## config.mk

```make
export PLATFORM = sky130hd
export DESIGN_NAME = divider
export DESIGN_NICKNAME = d
export VERILOG_FILES = /design/src/rtl/div_pkg.sv /design/src/rtl/div_step.sv /design/src/rtl/divider.sv
export SDC_FILE = /design/constraint.sdc
export NUM_CORES = 1
export LEC_CHECK = 0
export BUFFER_PORTS_ARGS = -buffer_cell sky130_fd_sc_hd__buf_2
export CAP_MARGIN = 20
export CORE_MARGIN = 5
export CORE_UTILIZATION = 33
export CTS_CLUSTER_SIZE = 16
export DETAILED_ROUTE_END_ITERATION = 16
export PLACE_DENSITY_LB_ADDON = 0.25
export SYNTH_ARGS = -nofsm -noshare
export SYNTH_HDL_FRONTEND = slang
export SYNTH_SLANG_ARGS = --single-unit
export TNS_END_PERCENT = 1
```

## constraint.sdc

```tcl
create_clock -name clk -period 12.5 [get_ports clk]
set_input_delay 2.5 -clock clk [delete_from_list [all_inputs] [get_ports clk]]
set_output_delay 2.5 -clock clk [all_outputs]
set_load 0.02 [all_outputs]
```

## src/rtl/div_pkg.sv

```systemverilog
// Shared encodings and constants for the RV32M iterative divider.
package div_pkg;

  localparam logic [2:0] DIVSEL_NONE = 3'b000;
  localparam logic [2:0] DIVSEL_DIV  = 3'b001;
  localparam logic [2:0] DIVSEL_DIVU = 3'b010;
  localparam logic [2:0] DIVSEL_REM  = 3'b011;
  localparam logic [2:0] DIVSEL_REMU = 3'b100;

  typedef enum logic [1:0] {IDLE, CALC, DONE} state_t;

  localparam logic [31:0] DIV_BY_ZERO_Q = 32'hFFFF_FFFF;
  localparam logic [31:0] INT_MIN       = 32'h8000_0000;

  function automatic logic sel_valid(input logic [2:0] s);
    return (s == DIVSEL_DIV) || (s == DIVSEL_DIVU) || (s == DIVSEL_REM) || (s == DIVSEL_REMU);
  endfunction

  function automatic logic sel_signed(input logic [2:0] s);
    return (s == DIVSEL_DIV) || (s == DIVSEL_REM);
  endfunction

  function automatic logic sel_rem(input logic [2:0] s);
    return (s == DIVSEL_REM) || (s == DIVSEL_REMU);
  endfunction

endpackage

```

## src/rtl/div_step.sv

```systemverilog
// One restoring division step: shift a dividend bit into the partial
// remainder, subtract the divisor if it fits, shift the quotient bit in.
module div_step #(
  parameter int W = 32
) (
  input  logic [W-1:0] i_rem,
  input  logic [W-1:0] i_dvd,
  input  logic [W-1:0] i_dvs,
  output logic [W-1:0] o_rem,
  output logic [W-1:0] o_dvd
);

  logic [W:0]   w_sh;
  logic         w_ge;
  logic [W-1:0] w_diff;

  // Compare at W+1 bits so the carried-out MSB of the shifted remainder counts.
  // When it fits, the difference is below the divisor, so W-bit wraparound is exact.
  assign w_sh   = {i_rem, i_dvd[W-1]};
  assign w_ge   = (w_sh >= {1'b0, i_dvs});
  assign w_diff = w_sh[W-1:0] - i_dvs;
  assign o_rem  = w_ge ? w_diff : w_sh[W-1:0];
  assign o_dvd  = {i_dvd[W-2:0], w_ge};

endmodule

```

## src/rtl/divider.sv

```systemverilog
// Iterative RV32M DIV/DIVU/REM/REMU unit, one quotient bit per cycle;
// divide-by-zero and signed overflow finish straight from IDLE.
module divider
  import div_pkg::*;
#(
  parameter int XLEN = 32
) (
  input  logic            clk,
  input  logic            rst,
  input  logic [2:0]      divsel,
  input  logic [XLEN-1:0] a,
  input  logic [XLEN-1:0] b,
  output logic            ready,
  output logic [XLEN-1:0] res
);

  localparam int CW = $clog2(XLEN);

  state_t          r_state, w_state_nxt;
  logic            r_is_rem, r_neg_q, r_neg_r;
  logic [XLEN-1:0] r_rem, r_dvd, r_dvs, r_res;
  logic [CW-1:0]   r_cnt;

  logic            w_valid, w_signed, w_rem_op, w_b_zero, w_ovf, w_last;
  logic [XLEN-1:0] w_a_abs, w_b_abs, w_rem_nxt, w_dvd_nxt, w_q_fix, w_r_fix;

  assign w_valid  = sel_valid(divsel);
  assign w_signed = sel_signed(divsel);
  assign w_rem_op = sel_rem(divsel);
  assign w_b_zero = (b == '0);
  assign w_ovf    = w_signed && (a == INT_MIN) && (b == DIV_BY_ZERO_Q);
  // Magnitude of INT_MIN wraps to itself, which reads correctly as unsigned.
  assign w_a_abs  = (w_signed && a[XLEN-1]) ? -a : a;
  assign w_b_abs  = (w_signed && b[XLEN-1]) ? -b : b;
  assign w_last   = (r_cnt == CW'(XLEN-1));

  div_step #(.W(XLEN)) u_step (
    .i_rem (r_rem),
    .i_dvd (r_dvd),
    .i_dvs (r_dvs),
    .o_rem (w_rem_nxt),
    .o_dvd (w_dvd_nxt)
  );

  assign w_q_fix = r_neg_q ? -w_dvd_nxt : w_dvd_nxt;
  assign w_r_fix = r_neg_r ? -w_rem_nxt : w_rem_nxt;

  always_ff @(posedge clk or posedge rst) begin
    if (rst) r_state <= IDLE;
    else     r_state <= w_state_nxt;
  end

  always_comb begin
    w_state_nxt = r_state;
    ready       = 1'b0;
    case (r_state)
      IDLE: if (w_valid) w_state_nxt = (w_b_zero || w_ovf) ? DONE : CALC;
      // Dropping divsel mid-iteration abandons the operation.
      CALC: if (!w_valid) w_state_nxt = IDLE;
            else if (w_last) w_state_nxt = DONE;
      DONE: begin
        ready       = 1'b1;
        w_state_nxt = IDLE;
      end
      default: w_state_nxt = IDLE;
    endcase
  end

  always_ff @(posedge clk or posedge rst) begin
    if (rst) begin
      r_is_rem <= 1'b0;
      r_neg_q  <= 1'b0;
      r_neg_r  <= 1'b0;
      r_rem    <= '0;
      r_dvd    <= '0;
      r_dvs    <= '0;
      r_cnt    <= '0;
      r_res    <= '0;
    end else begin
      case (r_state)
        IDLE: if (w_valid) begin
          r_is_rem <= w_rem_op;
          r_neg_q  <= w_signed && (a[XLEN-1] ^ b[XLEN-1]);
          r_neg_r  <= w_signed && a[XLEN-1];
          r_dvd    <= w_a_abs;
          r_dvs    <= w_b_abs;
          r_rem    <= '0;
          r_cnt    <= '0;
          if (w_b_zero)  r_res <= w_rem_op ? a : DIV_BY_ZERO_Q;
          else if (w_ovf) r_res <= w_rem_op ? '0 : INT_MIN;
        end
        CALC: if (w_valid) begin
          r_rem <= w_rem_nxt;
          r_dvd <= w_dvd_nxt;
          r_cnt <= r_cnt + 1'b1;
          if (w_last) r_res <= r_is_rem ? w_r_fix : w_q_fix;
        end
        default: ;
      endcase
    end
  end

  assign res = r_res;

endmodule

```

==> impl_summary.txt, run 1 <==
----------------------------------------------------
[Outcome]
  Status ... complete, no violations

[Clocking]
  Number of sinks handled by clock tree synthesis ... 138
  Clk pin slew, worst setup/hold paths ... 70 ps
  Number of hold-repair buffers added at the cts stage ... 0
  Inserted Clock Buffers ... 17
  Quantity of gates resized following cts ... 0
  CTS tree ... done
  Master cell of the clock root buffer ... clkbuf_16
  Post CTS Setup Buffer Count ... 0
  Maximum buffer depth of the clock tree ... 2
  Later-pin clock latency in the skew report ... 440 ps
  Maximum level of the CTS H-tree ... 4

[Global route]
  Overall fraction of global-route tracks in use ... 19.6%
  Number of global-route vias before repair ... 10.7k
  Global-route wire length before repair ... 60.7 mm
  Antenna violations before repair ... 0
  Pin count of the biggest net entering global routing ... 103
  Grt ovf ... 0

[Detailed routing]
  Initial DRT Pass Iterations ... 5
  Number of vias per cell after detailed routing ... 5.68
  Vias ... 11.2k
  Number of DRC violations after detailed routing ... 0
  Post-detailed-routing wire length ... 38.3 mm
  Initial detailed-routing violation count ... 884
  Routed Antenna Nets ... 0
  Wire per inst ... 19.5 um

[Synth]
  Dominant register cell in the synthesized netlist ... dfrtp_1
  Mapped Cells ... 1449
  Count of flip-flops with a built-in enable after synthesis ... 0
  Adder-cell share of the synthesized area ... 4.47%
  Net count after synthesis ... 1558
  Share of synthesized registers carrying an async set or reset ... 100%
  Fraction of synthesized area in multiplexers ... 2.71%
  Netlist area before placement ... 11400 um^2
  Warning count from the yosys run ... 0
  Sequential element share of the synthesized area ... 30.4%
  Compound-cell area share of the yosys netlist ... 25.5%
  Distinct cells, synth ... 87
  Mean post-synth cell area ... 7.84 um^2
  Dominant combinational cell family by area after synthesis ... compound AO/OA/AOI/OAI gates
  Flops & latches, synth ... 138
  Synth Area in XOR/XNOR ... 10.6%
  Simple-Gate Fraction of Synth Area ... 21.3%

[Place]
  Number of port buffers ... 101
  Last weighted congestion value of the routability-driven placer ... 0.906
  Post-detail-place hpwl ... 28.9 mm

[STA]
  Headroom to the max-slew limit ... 29.6%
  Clk_skew ... 13.1 ps
  RSZ-0062 raised after global routing ... false
  Number of max-slew violations in the final report ... 0
  Finish-stage setup viols ... 0
  Post-layout minimum cycle time ... 5830 ps
  Measured slew at the worst slew-check pin ... 1050 ps
  Setup TNS ... 0 ps
  Top achievable clock speed ... 172 MHz
  Period Utilization, post-route ... 46.6%
  Number of failing hold endpoints at the final stage ... 0

[Floorplan]
  Overall die area ... 38200 um^2
  Effective utilization at floorplan ... 33.1%
  # rows ... 68
  Die extent in y ... 196 um
  Placeable core region ... 34300 um^2
  Number of I/O pins ... 102
  Die width ... 196 um

[Critical path]
  Startpoint kind of the worst setup timing path ... input pin
  Critical path, cell by cell ... buf_2 > or4_1 > or3_1 > or3_1 > nor3_1 > and3_1 > o21bai_1 > o31ai_4 > buf_4 > or2_2 > o41ai_1
  Largest stage delay on the critical path ... 570 ps
  Crit path arrival time ... 6160 ps
  Cell at the slowest stage of the critical path ... or4_1
  CP Capture Type ... register
  Maximum fanout encountered on the critical timing path ... 33
  Dominant cell type by count on the critical path ... or3_1
  Startpoint-to-endpoint class of the critical path ... input pin to register
  Required time of the worst setup path ... 12830 ps

[Power and ir drop]
  Power density relative to cell area ... 286 nW/um^2
  Worst supply voltage drop on vdd ... 139 uV
  Post-layout power ... 3690 uW
  Static Leakage ... 0.00528 uW

[Min path]
  Hold/Removal Path Class ... register to register

[Finish]
  Antenna Diode Count ... 0
  Leading cell types in the layout, fill and taps excluded ... 190 x nand2_1, 154 x o21ai_0, 138 x dfrtp_1
  Post-synthesis to final-layout area growth ... 13.4%
  Nets ... 1607
  Fraction of final layout cells sized beyond drive strength 1 ... 12.8%
  Most frequent standard cell in the layout excluding fill and tap cells ... nand2_1
  Final core utilization ... 37.6%

[Flow run]
  # Max-Cap Violations ... 0

----------------------------------------------------
==> metal layers <==
metal | vias to the layer above | track usage [%] | wire [um]
li1 | 5354 | - | -
met1 | 5440 | 28.1 | 18100
met2 | 324 | 31.2 | 17500
met3 | 48 | 2.73 | 1940
met4 | 0 | 5.17 | 732
met5 | - | 0 | 0
==> sequential cells by signal (all words and copies together), names as in the netlist <==
name,cells
r_dvd,32
r_dvs,32
r_rem,32
res,32
r_cnt,5
r_state,2
r_is_rem,1
r_neg_q,1
r_neg_r,1
==> stage by stage <==
step	hold slack (ps)	setup slack [ps]	area [um^2]	std cells
2_1_floorplan	445	6300	11400	1449
4_1_cts	472	6720	12900	1965
3_3_place_gp	456	6400	12200	1933
5_1_grt	498	6480	12900	1966
3_5_place_dp	459	6270	12200	1933
6_report	467	6670	12900	1966
==> path summary, 6_finish.rpt <==
| check | startpoint | to | slack, ps | cells past startpoint |
|---|---|---|---|---|
| max in group asynchronous | rst | r_dvd[22]$_DFFE_PP0P_ | 9490 | 3 |
| min in group asynchronous | rst | r_rem[1]$_DFFE_PP0P_ | 2060 | 2 |
| max | b[10] | res[31]$_DFFE_PP0P_ | 6670 | 11 |
| max reg2reg | r_rem[9]$_DFFE_PP0P_ | res[28]$_DFFE_PP0P_ | 6790 | 17 |
| min | res[3]$_DFFE_PP0P_ | res[3]$_DFFE_PP0P_ | 470 | 2 |
| min reg2reg | res[3]$_DFFE_PP0P_ | res[3]$_DFFE_PP0P_ | 470 | 2 |
==> where the power goes <==
group	internal [uW]	total, uW	switching (uW)	leakage [uW]
Sequential	618	785	167	0.00174
Clock	356	578	222	0.000311
Combinational	830	2320	1490	0.00323
==> cell type report <==
class | count | area [um^2]
Fill cell | 3577 | 21400
Multi-Input combinational cell | 1165 | 7340
Sequential cell | 138 | 3450
Timing Repair Buffer | 117 | 646
Tap cell | 455 | 569
Clock buffer | 18 | 429
Inverter | 59 | 226
Clock inverter | 14 | 219
==> logic make-up (layout without fill, tap and decap cells) <==
family | Yosys count | count (layout)
AO/OA/AOI/OAI | 458 | 458
XOR/XNOR | 137 | 137
adder cells (fa/ha/maj) | 40 | 40
buffers and inverters | 146 | 208
flip-flops | 138 | 138
multiplexers | 30 | 30
AND/OR/NAND/NOR | 500 | 500
==> critical path, delay by kind of cell <==
family / cells / cell delay (ps)
buffers and inverters: 2 / 400
AOI/OAI and AO/OA: 3 / 730
and+or+nand+nor: 6 / 2480
==> synthesized netlist by cell type (7+ instances only) <==
cell	count	area share (%)
a211oi_1	17	1.1
a21o_1	11	0.73
a21oi_1	99	4.4
a31oi_1	10	0.55
and2_1	8	0.44
and3_1	8	0.44
buf_2	12	0.53
clkbuf_1	66	2.2
dfrtp_1	138	30
ha_1	39	4.3
inv_1	57	1.9
mux2i_1	24	2.1
nand2_1	190	6.3
nand3_1	17	0.75
nand4_1	24	1.3
nor2_1	122	4.0
nor2b_1	9	0.50
nor3_1	29	1.3
nor4_1	14	0.77
nor4b_1	7	0.54
o211ai_1	12	0.79
o21ai_0	154	6.8
o221ai_1	17	1.3
o22ai_1	32	1.8
o31ai_1	26	1.7
o41ai_1	15	1.2
or3_1	22	1.2
or4_1	7	0.46
xnor2_1	58	4.5
xor2_1	79	6.1
(Power assumes the default switching activity.)
==> run 2, diff against run 1 <==
==> constraint.sdc (replaced) <==
create_clock -name clk -period 5.2 [get_ports clk]
set_input_delay 1.04 -clock clk [delete_from_list [all_inputs] [get_ports clk]]
set_output_delay 1.04 -clock clk [all_outputs]
set_load 0.02 [all_outputs]
==> run 2 against run 1 <==
  * Combinational power rose to 2.7 times the previous value
  * Utilization rose by 0.56 points
  * First-iteration DRC count fell by 9.0%
  * Final area rose by 1.5%
  * Cell count rose by 1.7%
  * Highest routed layer unchanged
==> impl_summary.txt, run 2 (synthesis results as in run 1) <==
----------------------------------------------------
[Detailed routing]
  Initial detailed-routing violation count ... 804 (was 884)
  Number of DRC violations after detailed routing ... 0 (unchanged)
  Number of vias per cell after detailed routing ... 5.55 (was 5.68)
  Post-detailed-routing wire length ... 39.4 mm (was 38.3 mm)
  Routed Antenna Nets ... 0 (unchanged)
  Vias ... 11.1k (was 11.2k)
  Wire per inst ... 19.7 um (was 19.5 um)
  Initial DRT Pass Iterations ... 8 (was 5)

[Min path]
  Hold path depth ... 2 (unchanged)
  Hold/Removal Path Class ... register to register (unchanged)
  Worst hold path endpoint ... res[6]$_DFFE_PP0P_ (was res[3]$_DFFE_PP0P_)
  Hold path start ... res[6]$_DFFE_PP0P_ (was res[3]$_DFFE_PP0P_)

[Global route]
  Grt ovf ... 0 (unchanged)
  Number of global-route vias before repair ... 10.8k (was 10.7k)
  Antenna violations before repair ... 0 (unchanged)
  Overall fraction of global-route tracks in use ... 20.4% (was 19.6%)
  Global-route wire length before repair ... 62.1 mm (was 60.7 mm)
  Pin count of the biggest net entering global routing ... 73 (was 103)

[Clocking]
  Maximum buffer depth of the clock tree ... 2 (unchanged)
  CTS tree ... done (unchanged)
  Master cell of the clock root buffer ... clkbuf_16 (unchanged)
  Later-pin clock latency in the skew report ... 450 ps (was 440 ps)
  Inserted Clock Buffers ... 17 (unchanged)
  Clk pin slew, worst setup/hold paths ... 60 ps (was 70 ps)
  Number of sinks handled by clock tree synthesis ... 138 (unchanged)
  Number of hold-repair buffers added at the cts stage ... 0 (unchanged)
  Maximum level of the CTS H-tree ... 4 (unchanged)

[Flow run]
  # Max-Cap Violations ... 0 (unchanged)

[Floorplan]
  Effective utilization at floorplan ... 33.1% (unchanged)
  Die width ... 196 um (unchanged)
  Placeable core region ... 34300 um^2 (unchanged)
  Overall die area ... 38200 um^2 (unchanged)
  Die extent in y ... 196 um (unchanged)
  Number of I/O pins ... 102 (unchanged)
  # rows ... 68 (unchanged)

[Critical path]
  R2r startpoint ... r_rem[3]$_DFFE_PP0P_ (was r_rem[9]$_DFFE_PP0P_)
  Required time of the worst setup path ... 5580 ps (was 12830 ps)
  CP Capture Type ... register (unchanged)
  Critical register-to-register path endpoint ... res[24]$_DFFE_PP0P_ (was res[28]$_DFFE_PP0P_)
  Worst-case register-to-register setup slack ... 310 ps (was 6790 ps)
  Maximum fanout encountered on the critical timing path ... 31 (was 33)
  Startpoint-to-endpoint class of the critical path ... register to register (was input pin to register)
  Crit path arrival time ... 5260 ps (was 6160 ps)
  R2R depth ... 19 (was 17)
  Startpoint kind of the worst setup timing path ... register (was input pin)

[Finish]
  Nets ... 1641 (was 1607)
  Antenna Diode Count ... 0 (unchanged)
  Multi-input combinational cell area ... 7380 um^2 (was 7340 um^2)
  Layout filler cell count ... 3563 (was 3577)
  Post-synthesis to final-layout area growth ... 15.1% (was 13.4%)
  Leading cell types in the layout, fill and taps excluded ... 190 x nand2_1, 154 x o21ai_0, 138 x dfrtp_1 (unchanged)
  Register cell area after layout ... 3450 um^2 (unchanged)
  Most frequent standard cell in the layout excluding fill and tap cells ... nand2_1 (unchanged)
  Fraction of final layout cells sized beyond drive strength 1 ... 15.2% (was 12.8%)
  Post-route design area ... 13100 um^2 (was 12900 um^2)

[STA]
  Finish-stage setup viols ... 0 (unchanged)
  Top achievable clock speed ... 205 MHz
  Headroom to the max-slew limit ... 28.2% (was 29.6%)
  Clk_skew ... 14.0 ps (was 13.1 ps)
  Number of failing hold endpoints at the final stage ... 0 (unchanged)
  Period Utilization, post-route ... 93.9%
  Number of max-slew violations in the final report ... 0 (unchanged)
  Post-layout minimum cycle time ... 4890 ps
  Measured slew at the worst slew-check pin ... 1080 ps (was 1050 ps)
  Setup TNS ... 0 ps (unchanged)

[Power and ir drop]
  Power dissipated by switching net loads ... 4680 uW (was 1880 uW)
  Worst supply voltage drop on vdd ... 456 uV (was 139 uV)
  Share of power burned in the clock network ... 13.1% (was 15.7%)
  Power density relative to cell area ... 718 nW/um^2 (was 286 nW/um^2)
  Net Sw Frac ... 49.9% (was 51.0%)
  Proportion of power drawn by combinational gates ... 66.3% (was 63.0%)
  Proportion of power drawn by flip-flops and latches ... 20.6% (was 21.3%)
  Static Leakage ... 0.00540 uW (was 0.00528 uW)
  Cell internal pwr ... 4710 uW (was 1800 uW)

[Outcome]
  Status ... complete, no violations (unchanged)

[Place]
  Number of port buffers ... 101 (unchanged)
  Last weighted congestion value of the routability-driven placer ... 0.931 (was 0.906)
  Post-detail-place hpwl ... 30.3 mm (was 28.9 mm)
  Placement Cell Area ... 12500 um^2 (was 12200 um^2)

----------------------------------------------------
## run 2: changes by cell type in the layout (fill, tap and decap cells not counted), moves of 2 or more
| cell | change |
|---|---|
| bufinv_16 | -3 |
| ha_1 | -4 |
| ha_2 | +4 |
| clkbuf_1 | +2 |
| buf_4 | +34 |
| clkbuf_8 | +2 |
| clkinv_2 | +4 |
| clkinv_4 | -2 |
| inv_6 | -3 |
## run 2: per-layer routing
metal / part of all wire, % / GRT usage, % / up-vias
met2: 45 / 31.8 / 287
met5: 0 / 0 / -
met3: 4.4 / 3.21 / 54
met4: 3.1 / 7.14 / 0
met1: 47 / 28.6 / 5316
li1: - / - / 5430
## run 2: how the worst max path moves through the flow
stage / startpoint / to / slack [ps] / depth (start not counted)
finish: r_rem[3]$_DFFE_PP0P_ / res[24]$_DFFE_PP0P_ / 310 / 19
global route: r_rem[5]$_DFFE_PP0P_ / res[30]$_DFFE_PP0P_ / -10 / 18
CTS: r_rem[7]$_DFFE_PP0P_ / res[30]$_DFFE_PP0P_ / 190 / 19
detailed placement: r_rem[7]$_DFFE_PP0P_ / res[30]$_DFFE_PP0P_ / 210 / 19
global placement: r_rem[10]$_DFFE_PP0P_ / res[28]$_DFFE_PP0P_ / 400 / 17
floorplan: r_rem[5]$_DFFE_PP0P_ / res[28]$_DFFE_PP0P_ / 0.6 / 22
## run 2: power groups by stage
stage | sequential [uW] | combinational, uW | clock [uW]
after floorplan | 1920 | 4000 | 0
final | 1930 | 6230 | 1230
after CTS | 1930 | 6140 | 1250
after detailed placement | 1940 | 6110 | 0
after global placement | 1940 | 6080 | 0
after global routing | 1990 | 6850 | 1290
## run 2: metrics by stage
stage	hold slack, ps	cells	utilization (%)	total power (uW)	setup slack, ps
global route	488	1999	38.1	10100	-11.7
CTS	465	1998	38.0	9320	188
global placement	453	1967	36.4	8020	403
floorplan	445	1449	-	5930	0.625
detailed placement	452	1967	36.4	8060	214
finish	460	1999	38.1	9390	315
## run 2: what timing repair did
item                       in CTS  in global routing
gates resized for setup         0                  9
setup endpoints to repair       0                 10
setup buffers                   0                  1
## run 2: cell type report
| class | count | share of cell area, % |
|---|---|---|
| flip-flops and latches | 138 | 26.4 |
| inverters | 59 | 1.73 |
| repair buffers | 151 | 6.83 |
| multi-input cells | 1165 | 56.4 |
| clock buffers | 22 | 3.55 |
| clock inverters | 9 | 0.746 |
| well taps | 455 | 4.35 |
## run 2: critical path, stage by stage, from the launching register on
cell     delay (ps)
dfrtp_1         440
ha_1            420
a21o_1          220
a31o_2          250
o21ai_0         160
and3_1          350
o21ai_4         130
buf_4           290
inv_2           140
buf_12          160
ha_1            180
inv_1            60
or4_4           520
or2_2           350
o41ai_1         320
xor2_1          110
a21oi_1         290
inv_1            70
a211o_1         270
nand3_1          70
==> run 3, diff against run 2 <==
--- a/config.mk
+++ b/config.mk
@@ -5,13 +5,14 @@
 export SDC_FILE = /design/constraint.sdc
 export NUM_CORES = 1
 export LEC_CHECK = 0
+export ABC_AREA = 1
 export BUFFER_PORTS_ARGS = -buffer_cell sky130_fd_sc_hd__buf_2
 export CAP_MARGIN = 20
 export CORE_MARGIN = 5
 export CORE_UTILIZATION = 33
 export CTS_CLUSTER_SIZE = 16
 export DETAILED_ROUTE_END_ITERATION = 16
-export PLACE_DENSITY_LB_ADDON = 0.25
+export PLACE_DENSITY_LB_ADDON = 0.15
 export SYNTH_ARGS = -nofsm -noshare
 export SYNTH_HDL_FRONTEND = slang
 export SYNTH_SLANG_ARGS = --single-unit
==> run 3 against run 2 <==
  * Cell count is 36% higher
  * Critical endpoint is now res[28]$_DFFE_PP0P_
  * Sequential share of layout area shrank 2.4 points
  * Synthesized cell count grew 46%
  * Final area increased by 10%
  * Wire length up 23%
  * Via count up 25%
  * Power grew 8.4%
==> impl_summary.txt, run 3 <==
----------------------------------------------------
[Power and ir drop]
  Power density relative to cell area ... 707 nW/um^2 (was 718 nW/um^2)
  Static Leakage ... 0.00748 uW (was 0.00540 uW)
  Share of power burned in the clock network ... 13.6% (was 13.1%)
  Net Sw Frac ... 57.6% (was 49.9%)
  Power dissipated by switching net loads ... 5870 uW (was 4680 uW)
  Worst supply voltage drop on vdd ... 329 uV (was 456 uV)
  Proportion of power drawn by flip-flops and latches ... 18.3% (was 20.6%)
  Cell internal pwr ... 4320 uW (was 4710 uW)
  Proportion of power drawn by combinational gates ... 68.1% (was 66.3%)

[Place]
  Post-detail-place hpwl ... 37.4 mm (was 30.3 mm)
  Number of port buffers ... 101 (unchanged)
  Setup WS pre-CTS ... 323 ps (was 214 ps)
  Last weighted congestion value of the routability-driven placer ... 0.936 (was 0.931)

[STA]
  Post-layout minimum cycle time ... 4360 ps (was 4890 ps)
  Period Utilization, post-route ... 83.9% (was 93.9%)
  Finish-stage setup viols ... 0 (unchanged)
  Number of failing hold endpoints at the final stage ... 0 (unchanged)
  Final Hold Slack ... 476 ps (was 460 ps)
  Headroom to the max-slew limit ... 31.2% (was 28.2%)
  RSZ-0062 raised after global routing ... false
  Setup TNS ... 0 ps (unchanged)
  Number of max-slew violations in the final report ... 0 (unchanged)
  Setup WS post-layout ... 840 ps (was 315 ps)
  Clk_skew ... 13.5 ps (was 14.0 ps)
  Measured slew at the worst slew-check pin ... 1030 ps (was 1080 ps)
  Top achievable clock speed ... 229 MHz (was 205 MHz)

[Floorplan]
  Number of I/O pins ... 102 (unchanged)
  Overall die area ... 42700 um^2 (was 38200 um^2)
  Effective utilization at floorplan ... 33.2% (was 33.1%)
  Placeable core region ... 38500 um^2 (was 34300 um^2)
  # rows ... 72 (was 68)
  Die width ... 207 um (was 196 um)
  Die extent in y ... 207 um (was 196 um)

[Min path]
  Hold/Removal Path Class ... register to register (unchanged)

[Clocking]
  Maximum level of the CTS H-tree ... 4 (unchanged)
  Post CTS Setup Buffer Count ... 0 (unchanged)
  Inserted Clock Buffers ... 17 (unchanged)
  Number of hold-repair buffers added at the cts stage ... 0 (unchanged)
  Later-pin clock latency in the skew report ... 440 ps (was 450 ps)
  Maximum buffer depth of the clock tree ... 2 (unchanged)
  Quantity of gates resized following cts ... 0 (unchanged)
  Master cell of the clock root buffer ... clkbuf_16 (unchanged)
  Clk pin slew, worst setup/hold paths ... 70 ps (was 60 ps)
  Number of sinks handled by clock tree synthesis ... 138 (unchanged)
  CTS tree ... done (unchanged)

[Global route]
  Global route hottest layer ... met2 (unchanged)
  Grt ovf ... 0 (unchanged)
  GR Layer Usage met3 ... 3.36% (was 3.21%)
  Antenna violations before repair ... 1 (was 0)
  Met1 layer usage reported by global route ... 32.9% (was 28.6%)
  Number of global-route vias before repair ... 13.1k (was 10.8k)
  Global-route wire length before repair ... 74.9 mm (was 62.1 mm)
  Met2 Use GR ... 34.9% (was 31.8%)
  Overall fraction of global-route tracks in use ... 22.6% (was 20.4%)
  Pin count of the biggest net entering global routing ... 82 (was 73)

[Synth]
  Cell accounting for the most synthesized area ... dfrtp_1 (unchanged)
  Mean post-synth cell area ... 6.04 um^2 (was 7.84 um^2)
  Count of flip-flops with a built-in enable after synthesis ... 0 (unchanged)
  Mapped Cells ... 2114 (was 1449)
  Distinct cells, synth ... 49 (was 87)
  Most numerous cell types in the synthesized netlist ... 658 x nand2_1, 303 x inv_1, 209 x nor2_1, 175 x o21ai_0, 142 x nand3_1 (was 190 x nand2_1, 154 x o21ai_0, 138 x dfrtp_1, 122 x nor2_1, 99 x a21oi_1)
  Dominant register cell in the synthesized netlist ... dfrtp_1 (unchanged)
  Warning count from the yosys run ... 0 (unchanged)
  Most common cell in the synthesized netlist ... nand2_1 (unchanged)
  Flops & latches, synth ... 138 (unchanged)
  Net count after synthesis ... 2223 (was 1558)
  Top area cells in the synthesized netlist ... dfrtp_1 27%, nand2_1 19%, inv_1 8.9% (was dfrtp_1 30%, o21ai_0 6.8%, nand2_1 6.3%)
  Netlist area before placement ... 12800 um^2 (was 11400 um^2)
  Portion of synthesized cell area occupied by the leading cell type ... 27.0% (was 30.4%)
  Sequential element share of the synthesized area ... 27.0% (was 30.4%)
  Share of synthesized registers carrying an async set or reset ... 100% (unchanged)

[Finish]
  Post-synthesis to final-layout area growth ... 12.8% (was 15.1%)
  Layout filler cell count ... 4278 (was 3563)
  Antenna Diode Count ... 0 (unchanged)
  Leading cell types in the layout, fill and taps excluded ... 658 x nand2_1, 302 x inv_1, 207 x nor2_1 (was 190 x nand2_1, 154 x o21ai_0, 138 x dfrtp_1)
  Multi-input combinational cell area ... 7820 um^2 (was 7380 um^2)
  Register cell area after layout ... 3450 um^2 (unchanged)
  Most frequent standard cell in the layout excluding fill and tap cells ... nand2_1 (unchanged)
  Nets ... 2293 (was 1641)
  Fraction of final layout cells sized beyond drive strength 1 ... 11.1% (was 15.2%)

[Critical path]
  Largest stage delay on the critical path ... 420 ps (was 520 ps)
  Maximum fanout encountered on the critical timing path ... 25 (was 31)
  Cell at the slowest stage of the critical path ... dfrtp_1 (was or4_4)
  Startpoint-to-endpoint class of the critical path ... register to register (unchanged)
  Startpoint kind of the worst setup timing path ... register (unchanged)
  Dominant delay contributor by cell family on the critical path ... simple AND/OR/NAND/NOR gates (was compound AO/OA/AOI/OAI gates)
  Buffers & Inverters on Critical Path ... 5 (unchanged)
  CP Capture Type ... register (unchanged)
  Required time of the worst setup path ... 5530 ps (was 5580 ps)
  Dominant cell type by count on the critical path ... nand2_1
  Crit path arrival time ... 4690 ps (was 5260 ps)

[Detailed routing]
  Routed Antenna Nets ... 0 (unchanged)
  Vias ... 13.8k (was 11.1k)
  Wire per inst ... 17.8 um (was 19.7 um)
  Initial DRT Pass Iterations ... 6 (was 8)
  Number of vias per cell after detailed routing ... 5.09 (was 5.55)
  Number of DRC violations after detailed routing ... 0 (unchanged)
  Post-detailed-routing wire length ... 48.3 mm (was 39.4 mm)
  Initial detailed-routing violation count ... 1080 (was 804)

[Flow run]
  # Max-Cap Violations ... 0 (unchanged)

[Outcome]
  Status ... complete, no violations (unchanged)

----------------------------------------------------
==> run 3: cell types whose count changed in the layout (fill, tap and decap cells not counted), moves of 21 or more <==
cell	change
o31ai_1	-24
inv_1	+246
xor2_1	-38
nand2_1	+468
buf_4	-32
o22ai_1	-22
nand3_1	+125
nand2_2	+29
xnor2_1	-51
mux2i_1	-23
nor2_1	+87
o21ai_0	+21
==> run 3: metal layers <==
metal  wire (um)  vias to the layer above
met5           0                        -
met4         949                        0
met3        2790                       53
met2       21400                      408
met1       23100                     6452
li1            -                     6901
==> run 3: cells by family after synthesis <==
family,count (synthesis),share of synthesized area [%]
compound gates,338,14.6
fa+ha+maj,40,3.98
buf+inv,386,11.8
xor+xnor,48,3.29
simple gates,1164,39.2
flops,138,27.0
==> run 3: layout make-up <==
class	instances	share of cell area, %
Sequential cell	138	24.0
Timing Repair Buffer	118	4.40
Clock buffer	17	2.95
Multi-Input combinational cell	1590	54.3
Inverter	319	8.35
Clock inverter	15	1.49
Tap cell	518	4.50
==> run 3: path summary, 6_finish.rpt <==
path                                 startpoint                     to  slack, ps  cells past startpoint
max                        r_rem[7]$_DFFE_PP0P_    res[28]$_DFFE_PP0P_        840                     30
min                         res[29]$_DFFE_PP0P_    res[29]$_DFFE_PP0P_        480                      2
max reg2reg                r_rem[7]$_DFFE_PP0P_    res[28]$_DFFE_PP0P_        840                     30
min reg2reg                 res[29]$_DFFE_PP0P_    res[29]$_DFFE_PP0P_        480                      2
max in group asynchronous                   rst     res[1]$_DFFE_PP0P_       3390                      3
min in group asynchronous                   rst  r_dvs[17]$_DFFE_PP0P_        750                      2
==> run 3: per-stage QoR <==
step	total power, uW	instances	instance area [um^2]	utilization [%]
detailed placement	8700	2683	13800	35.8
floorplan	6690	2114	12800	-
CTS	10100	2715	14400	37.4
global placement	8690	2683	13800	35.8
finish	10200	2715	14400	37.4
global route	11100	2715	14400	37.4
==> run 3: worst min-delay path, delay by kind of cell, from the launching register on <==
| family | cells | cell delay, ps |
|---|---|---|
| flops | 1 | 340 |
| simple gates | 2 | 100 |
==> run 3: power groups by stage <==
stage                     sequential, uW  combinational [uW]  clock [uW]
after CTS                           1860                6870        1400
after floorplan                     1880                4820           0
after detailed placement            1870                6830           0
final                               1860                6940        1380
after global placement              1860                6820           0
after global routing                1920                7720        1440
